===== config.mk =====
export PLATFORM = sky130hd
export DESIGN_NAME = lcd_text_refresh
export DESIGN_NICKNAME = d
export VERILOG_FILES = /design/src/rtl/lcd_text_refresh.sv
export SDC_FILE = /design/constraint.sdc
export NUM_CORES = 1
export LEC_CHECK = 0
export CAP_MARGIN = 0
export CORE_ASPECT_RATIO = 1.4
export CORE_MARGIN = 2
export CORE_UTILIZATION = 32
export DETAILED_ROUTE_END_ITERATION = 12
export GPL_ROUTABILITY_DRIVEN = 0
export MAX_ROUTING_LAYER = met4
export SETUP_SLACK_MARGIN = 0.3
export SYNTH_ARGS = -nofsm -noshare
export SYNTH_HDL_FRONTEND = slang
export SYNTH_SLANG_ARGS = --single-unit
export TNS_END_PERCENT = 30

===== constraint.sdc =====
create_clock -name clk -period 23.3 [get_ports clk]
set_clock_uncertainty 0.1 [all_clocks]
set_input_delay 2.33 -clock clk [delete_from_list [all_inputs] [get_ports clk]]
set_output_delay 2.33 -clock clk [all_outputs]
set_load 0.02 [all_outputs]

===== src/rtl/lcd_text_refresh.sv =====
// rtl/lcd_text_refresh.sv - Replays a 32-byte text buffer to a 2x16 character LCD controller over Avalon-MM
module lcd_text_refresh #(
   parameter logic [7:0] BLANK_CHAR   = 8'h20,
   parameter logic       AUTO_REFRESH = 1'b1,
   parameter logic [7:0] LINE1_CMD    = 8'h80,
   parameter logic [7:0] LINE2_CMD    = 8'hC0
) (
   input  logic       clk,
   input  logic       reset,
   input  logic       char_we,
   input  logic [4:0] char_addr,
   input  logic [7:0] char_data,
   input  logic       refresh,
   output logic       busy,
   output logic       done,
   output logic       avm_address,
   output logic       avm_chipselect,
   output logic       avm_write,
   output logic       avm_read,
   output logic [7:0] avm_writedata,
   input  logic       avm_waitrequest
);

   localparam logic [5:0] LAST_IDX  = 6'd33;
   localparam logic [5:0] LINE2_IDX = 6'd17;

   typedef enum logic [1:0] {
      IDLE  = 2'd0,
      ISSUE = 2'd1,
      GAP   = 2'd2
   } state_t;

   state_t     r_state;
   state_t     w_state_nxt;
   logic [7:0] r_buf [32];
   logic       r_pending;
   logic       w_pending_nxt;
   logic [5:0] r_idx;
   logic [5:0] w_idx_nxt;
   logic       r_busy;
   logic       w_busy_nxt;
   logic       r_done;
   logic       w_done_nxt;
   logic       r_cs;
   logic       w_cs_nxt;
   logic       r_addr;
   logic       w_addr_nxt;
   logic [7:0] r_wdata;
   logic [7:0] w_wdata_nxt;
   logic       w_req;
   logic       w_start;
   logic [5:0] w_word_idx;
   logic [4:0] w_buf_sel;
   logic       w_word_addr;
   logic [7:0] w_word_data;

   assign w_req = refresh | (AUTO_REFRESH & char_we);

   // Word for the transaction about to be loaded: idx 0 from IDLE, idx+1 from GAP.
   always_comb begin
      w_word_idx  = (r_state == GAP) ? (r_idx + 6'd1) : 6'd0;
      w_buf_sel   = (w_word_idx <= 6'd16) ? (w_word_idx[4:0] - 5'd1) : (w_word_idx[4:0] - 5'd2);
      w_word_addr = 1'b1;
      w_word_data = r_buf[w_buf_sel];
      if (w_word_idx == 6'd0) begin
         w_word_addr = 1'b0;
         w_word_data = LINE1_CMD;
      end else if (w_word_idx == LINE2_IDX) begin
         w_word_addr = 1'b0;
         w_word_data = LINE2_CMD;
      end
   end

   always_comb begin
      w_state_nxt = r_state;
      w_idx_nxt   = r_idx;
      w_busy_nxt  = r_busy;
      w_done_nxt  = 1'b0;
      w_cs_nxt    = r_cs;
      w_addr_nxt  = r_addr;
      w_wdata_nxt = r_wdata;
      w_start     = 1'b0;
      case (r_state)
         IDLE: begin
            if (r_pending) begin
               w_start     = 1'b1;
               w_idx_nxt   = 6'd0;
               w_busy_nxt  = 1'b1;
               w_cs_nxt    = 1'b1;
               w_addr_nxt  = w_word_addr;
               w_wdata_nxt = w_word_data;
               w_state_nxt = ISSUE;
            end
         end
         ISSUE: begin
            if (!avm_waitrequest) begin
               w_cs_nxt    = 1'b0;
               w_state_nxt = GAP;
            end
         end
         GAP: begin
            // One idle cycle lets the controller leave its COMPLETE state.
            if (r_idx == LAST_IDX) begin
               w_busy_nxt  = 1'b0;
               w_done_nxt  = 1'b1;
               w_state_nxt = IDLE;
            end else begin
               w_idx_nxt   = r_idx + 6'd1;
               w_cs_nxt    = 1'b1;
               w_addr_nxt  = w_word_addr;
               w_wdata_nxt = w_word_data;
               w_state_nxt = ISSUE;
            end
         end
         default: begin
            w_state_nxt = IDLE;
            w_idx_nxt   = 6'd0;
            w_busy_nxt  = 1'b0;
            w_cs_nxt    = 1'b0;
            w_addr_nxt  = 1'b0;
            w_wdata_nxt = 8'h00;
         end
      endcase
   end

   assign w_pending_nxt = (r_pending & ~w_start) | w_req;

   always_ff @(posedge clk or posedge reset) begin
      if (reset) begin
         r_state   <= IDLE;
         r_pending <= 1'b0;
         r_idx     <= 6'd0;
         r_busy    <= 1'b0;
         r_done    <= 1'b0;
         r_cs      <= 1'b0;
         r_addr    <= 1'b0;
         r_wdata   <= 8'h00;
      end else begin
         r_state   <= w_state_nxt;
         r_pending <= w_pending_nxt;
         r_idx     <= w_idx_nxt;
         r_busy    <= w_busy_nxt;
         r_done    <= w_done_nxt;
         r_cs      <= w_cs_nxt;
         r_addr    <= w_addr_nxt;
         r_wdata   <= w_wdata_nxt;
      end
   end

   always_ff @(posedge clk or posedge reset) begin
      if (reset) begin
         for (int i = 0; i < 32; i++) begin
            r_buf[i] <= BLANK_CHAR;
         end
      end else if (char_we) begin
         r_buf[char_addr] <= char_data;
      end
   end

   assign busy           = r_busy;
   assign done           = r_done;
   assign avm_address    = r_addr;
   assign avm_chipselect = r_cs;
   assign avm_write      = r_cs;
   assign avm_read       = 1'b0;
   assign avm_writedata  = r_wdata;

endmodule

======== Word-level counts from Yosys, hierarchy flattened ========
Cells that the tools add are included.
storage, ports and cells
  bits in registers ....................... 277
  logic and storage cells ................. 104
  output and inout port bits .............. 14
cells by class
  bitwise operators ....................... 7
  multiplexer cells ....................... 35
  eq/ne operators ......................... 8
  reduce and logical (&&, ||, !) cells .... 7
  $add $sub $neg .......................... 3
  magnitude comparators ................... 4
operators by type and width
  operator                                                        number
  bitwise mux 256 bit                                             1
  2-to-1 mux 8 bit                                                7
  binary-select mux 8 bit (select 5 bit)                          1
  demux 8 bit (select 5 bit)                                      1
  one-hot mux 8 bit (3 select lines)                              1
  2-to-1 mux 6 bit                                                3
  one-hot mux 6 bit (3 select lines)                              1
  2-to-1 mux 1 bit                                                13
  >= comparator 6 bit, second input constant                      2
  NOT 5 -> 6 bit                                                  2
  one-hot mux 1 bit (3 select lines)                              3
  AND reduction 3 bit                                             3
  adder 6 x 1 -> 6 bit, second input constant                     1
  == test 6 x 5 -> 1 bit, second input constant                   1
  == test 6 bit, second input constant                            1
  less-or-equal comparator 6 x 5 -> 1 bit, second input constant  1
  logical NOT 6 bit                                               1
  < comparator 6 x 1 -> 1 bit, second input constant              1
  != test 2 bit, second input constant                            3
  one-hot mux 2 bit (3 select lines)                              1
  2-to-1 mux 5 bit                                                1
  subtractor 5 x 1 -> 5 bit, second input constant                1
  subtractor 5 x 2 -> 5 bit, second input constant                1
  2-to-1 mux 2 bit                                                2
  9 further kinds                                                 11

======== Longest topological paths before layout ========
  depth in word-level cells ............... 12
  depth in mapped cells ................... 16
  depth with buffers taken out ............ 14

======== Worst setup path before layout ========
No wires, ideal clock.
  kind .................................... input -> register
  start point ............................. in char_addr[0]
  end point ............................... reg r_buf[56] in the netlist's numbering
  arrival time ............................ 3812 ps
  path slack .............................. 19263 ps
  data required time ...................... 23075 ps
  stages on the path ...................... 5
  buffers on the path ..................... 2
  cells stage by stage .................... clkbuf_1 or3b_2 clkbuf_1 nor2_1 mux2_2
on the way
  longest elaborated chain between the ends .. 6
  elaborated cells between the ends (all ways) .. 7
ends and longest elaborated chain
  element                                                                                   RTL line  source
  start: declaration                                                                        11        input logic [4:0] char_addr,
  NOT 5 -> 6 bit (not written as such) (*)                                                  156       r_buf[char_addr] <= char_data;
  >= comparator 6 bit (not written as such) or < comparator 6 x 1 -> 1 bit (tied branches)  156
  logical AND 1 bit (not written as such)                                                   156
  2-to-1 mux 8 bit (not written as such)                                                    156
  demux 8 bit (select 5 bit) (*)                                                            156
  bitwise mux 256 bit (*)                                                                   156
  end signal: indexed assignment                                                            156
  end: declaration                                                                          35        logic [7:0] r_buf [32];
Mark *: on every way between the ends. The rest lies on a longest branch, timed or not.
A chain may end at the register's enable or synchronous reset.

======== Worst setup path in the final report ========
  start point ............................. reg r_idx[0]
  end point ............................... reg r_wdata[3] (netlist: avm_writedata[3])
on the way
  longest elaborated chain between the ends .. 12
  elaborated cells between the ends (all ways) .. 20
ends and longest elaborated chain
  element                                                  RTL line  source
  start: declaration                                       38        logic [5:0] r_idx;
  start signal: assignment                                 141       r_idx <= w_idx_nxt;
  adder 6 x 1 -> 6 bit                                     61        w_word_idx = (r_state == GAP) ? (r_idx + 6'd1) : 6'd0;
  2-to-1 mux 6 bit                                         61
  subtractor 5 x 2 -> 5 bit, or another cell as far along  62        w_buf_sel = (w_word_idx <= 6'd16) ? (w_word_idx[4:0] - 5'd1) : (w_word_idx[4:0] - 5'd2);
  2-to-1 mux 5 bit                                         62
  NOT 5 -> 6 bit (not written as such)                     64        w_word_data = r_buf[w_buf_sel];
  binary-select mux 8 bit (select 5 bit)                   64
  2-to-1 mux 8 bit (not written as such) (2 in a row)      64
  2-to-1 mux 8 bit                                         68        end else if (w_word_idx == LINE2_IDX) begin
  2-to-1 mux 8 bit                                         65        if (w_word_idx == 6'd0) begin
  2-to-1 mux 8 bit, on equally long branches               103, 85
  one-hot mux 8 bit (3 select lines)                       83        case (r_state)
  end signal: assignment                                   146       r_wdata <= w_wdata_nxt;
  end: declaration                                         48        logic [7:0] r_wdata;
Parallel ways exist; a longest one is shown, timed or not. The select of a mux whose other input is x is not followed.

==> run_results.csv <==
group,metric,value,unit
setup_path,startpoint_type,"flop",
setup_path,path_class,"flop to flop",
place,port_buffers,30,
setup_path,max_stage_delay,600,ps
final_layout,syn_to_final_growth,12.3,%
detailed_routing,via_per_inst,5.29,
yosys,synth_fp_nets,1241,
yosys,synth_cells,1216,
timing,setup_viol_count_final,0,
setup_path,endpoint_kind,"flop",
detailed_routing,drc_errors,0,
place,dp.cells,1728,
yosys,synth_area_leaders,"dfrtp_1 45%, mux2_2 21%, nand2_1 6.8%, dfstp_2 6.2%, nand3_1 2.6%",
clocking,cts_sinks,277,
yosys,synth_edf_count,0,
yosys,synth-seq-area-share,51.2,%
timing,max_slew_margin,22.3,%
detailed_routing,drtAntennaViolNets,0,
detailed_routing,drt_pass1_iterations,4,
run,cap_violations,0,
global_route,grt.total_usage,16.6,%
final_layout,final_cells,1778,
yosys,yosysTopAreaCellShare,45.0,%
place,hpwl,22800,um
floorplan,num_rows,89,
timing,fin_crit,4920,ps
yosys,syn_area_per_cell,11.2,um2
setup_path,critPathMaxFanout,47,
setup_path,ff2ff_setup_slack,18380,ps
yosys,ys_seq_elements,277,
final_layout,num-nets-final,1236,
detailed_routing,wl,35300,um
place,place_area,14400,um2
clocking,cts_buffer_depth,3,
global_route,grt_pass1_wl,55300,um
timing,holdWs,375,ps
floorplan,initial_utilization,32.4,%
global_route,overflow,0,
clocking,cts-root-buf,"clkbuf_16",
yosys,syn_area,13600,um2
timing,finalCritPeriodShare,21.1,%
yosys,synthFlopType,"dfrtp_1",
setup_path,crit_family,"buffers and inverters",
detailed_routing,wl_per_cell,19.9,um
floorplan,die_h,248,um
setup_path,path_common_cell,"buf_4",
clocking,cts-htree-levels,1,
final_layout,diodes,0,
clocking,path_clk_slew,70,ps
timing,max_slew.worst_pin.slew,1160,ps
clocking,clk_latency,560,ps
yosys,ys_async_sr_fraction,100,%
setup_path,worstPathCellList,"ha_1 -> nor2_1 -> buf_4 -> inv_1 -> ha_1 -> o2111ai_1 -> o32ai_1 -> a211oi_4 -> buf_4 -> buf_4 -> and2_1 -> a211oi_1 -> a311oi_2 -> a311oi_1 -> or4_1 -> o2111ai_1",
detailed_routing,vias,9408,
floorplan,dieArea,44300,um2
final_layout,stdcell_area,15300,um2
floorplan,io_pins,32,
timing,rsz0062_at_grt,"false",
global_route,antenna_found_initial,0,
pwr,power.density,101,nW/um2
global_route,first_global_vias,9516,
setup_path,arrival,5270,ps
setup_path,crit_buf_inv,4,
timing,drv_slew,0,
floorplan,core,42100,um2
pwr,leakagePower,6.56,nW
yosys,yosys.cell_count.top_type,"mux2_2",
timing,fmax,203,MHz
setup_path,worst_path_max_delay_cell,"or4_1",
clocking,cts_tree,"built",
clocking,postCtsHoldBufs,0,
clocking,post_cts_buffers,0,
yosys,synth.distinct_cells,72,
global_route,grt_max_degree,171,
timing,finalHoldViolations,0,
floorplan,die_x,178,um
setup_path,crit_required,23650,ps
clocking,cts_made_buffers,27,
timing,setup_ws,18380,ps
min_path,min_path_type,"flop to flop",
detailed_routing,drt_first_iter_violations,613,
final_layout,drive_gt1_share,31.3,%
run_status,outcome,"completed",
yosys,yosys_warnings,0,
clocking,ctsResizeCount,0,
place,pre_cts_ws,18410,ps
yosys,synth_commonest_cells,"254 x mux2_2, 246 x nand2_1, 245 x dfrtp_1",
pwr,ir_worst_vdd,0.0568,mV
timing,tns,0,ps
yosys,yosys.area.top_type,"dfrtp_1",
cell type report:
| class | instances | area (um2) |
|---|---|---|
| clock buffer | 34 | 732 |
| clock inverter | 16 | 171 |
| fill | 4133 | 26800 |
| inverter | 13 | 56.3 |
| multi-input combinational | 845 | 6240 |
| sequential | 277 | 6970 |
| tap | 546 | 683 |
| timing repair buffer | 47 | 440 |
report_power, final:
part	total, mW	switching (mW)	internal [mW]
Clock	0.450	0.193	0.257
Combinational	0.452	0.271	0.181
Sequential	0.640	0.0568	0.583
Total	1.54	0.520	1.02
final timing paths:
check,startpoint,endpoint,cells past startpoint
worst max-delay path,r_idx[0]$_DFFE_PP0P_,avm_writedata[3]$_DFFE_PP0P_,16
worst min-delay path,avm_address$_DFFE_PP0P_,avm_address$_DFFE_PP0P_,2
worst max register to register,r_idx[0]$_DFFE_PP0P_,avm_writedata[3]$_DFFE_PP0P_,16
worst min register to register,avm_address$_DFFE_PP0P_,avm_address$_DFFE_PP0P_,2
max in group asynchronous,reset,r_buf[52]$_DFFE_PP0P_,3
min in group asynchronous,reset,r_buf[138]$_DFFE_PP0P_,2
metrics by stage:
| stage | util [%] | power (mW) |
|---|---|---|
| after global placement | 34.2 | 1.09 |
| final | 36.3 | 1.54 |
| after global routing | 36.3 | 1.62 |
| after floorplan | - | 0.970 |
| after CTS | 36.3 | 1.56 |
| after detailed placement | 34.2 | 1.10 |
registers in the layout, summed over array words and instances, names as in the netlist:
name            count
r_pending           1
avm_address         1
busy                1
avm_chipselect      1
avm_writedata       8
r_state             2
r_idx               6
r_buf             256
done                1
worst min-delay path: stages, from the launching register on:
cell,delay (ps)
dfrtp_1,340
nand2_1,50
nand2_1,50
cell families after synthesis:
group / synth area share [%]
xor+xnor: 0.441
buf+inv: 3.22
simple gates: 14.2
other cells: 0.0275
flops: 51.2
fa+ha+maj: 0.643
mux: 23.2
compound gates: 7.10
metal layers:
metal  track usage, %  vias up  wire [um]
met5                -        -          0
met4             6.03        0       1120
met3             1.94       61       1280
met2             28.1      201      17800
met1             20.3     4849      15100
li1                 -     4297          -
layout by cell type, fill, tap and decap left out, types with 16 or more instances in the layout:
master	instances
mux2_2	254
nand2_1	246
dfrtp_1	245
nand3_1	72
nor2_1	33
dfstp_2	32
clkdlybuf4s50_1	30
clkbuf_16	27
a21oi_1	18
a311oi_1	18
a31oi_1	16
buf_4	16
Note: power is estimated with default switching activity, not from simulation.
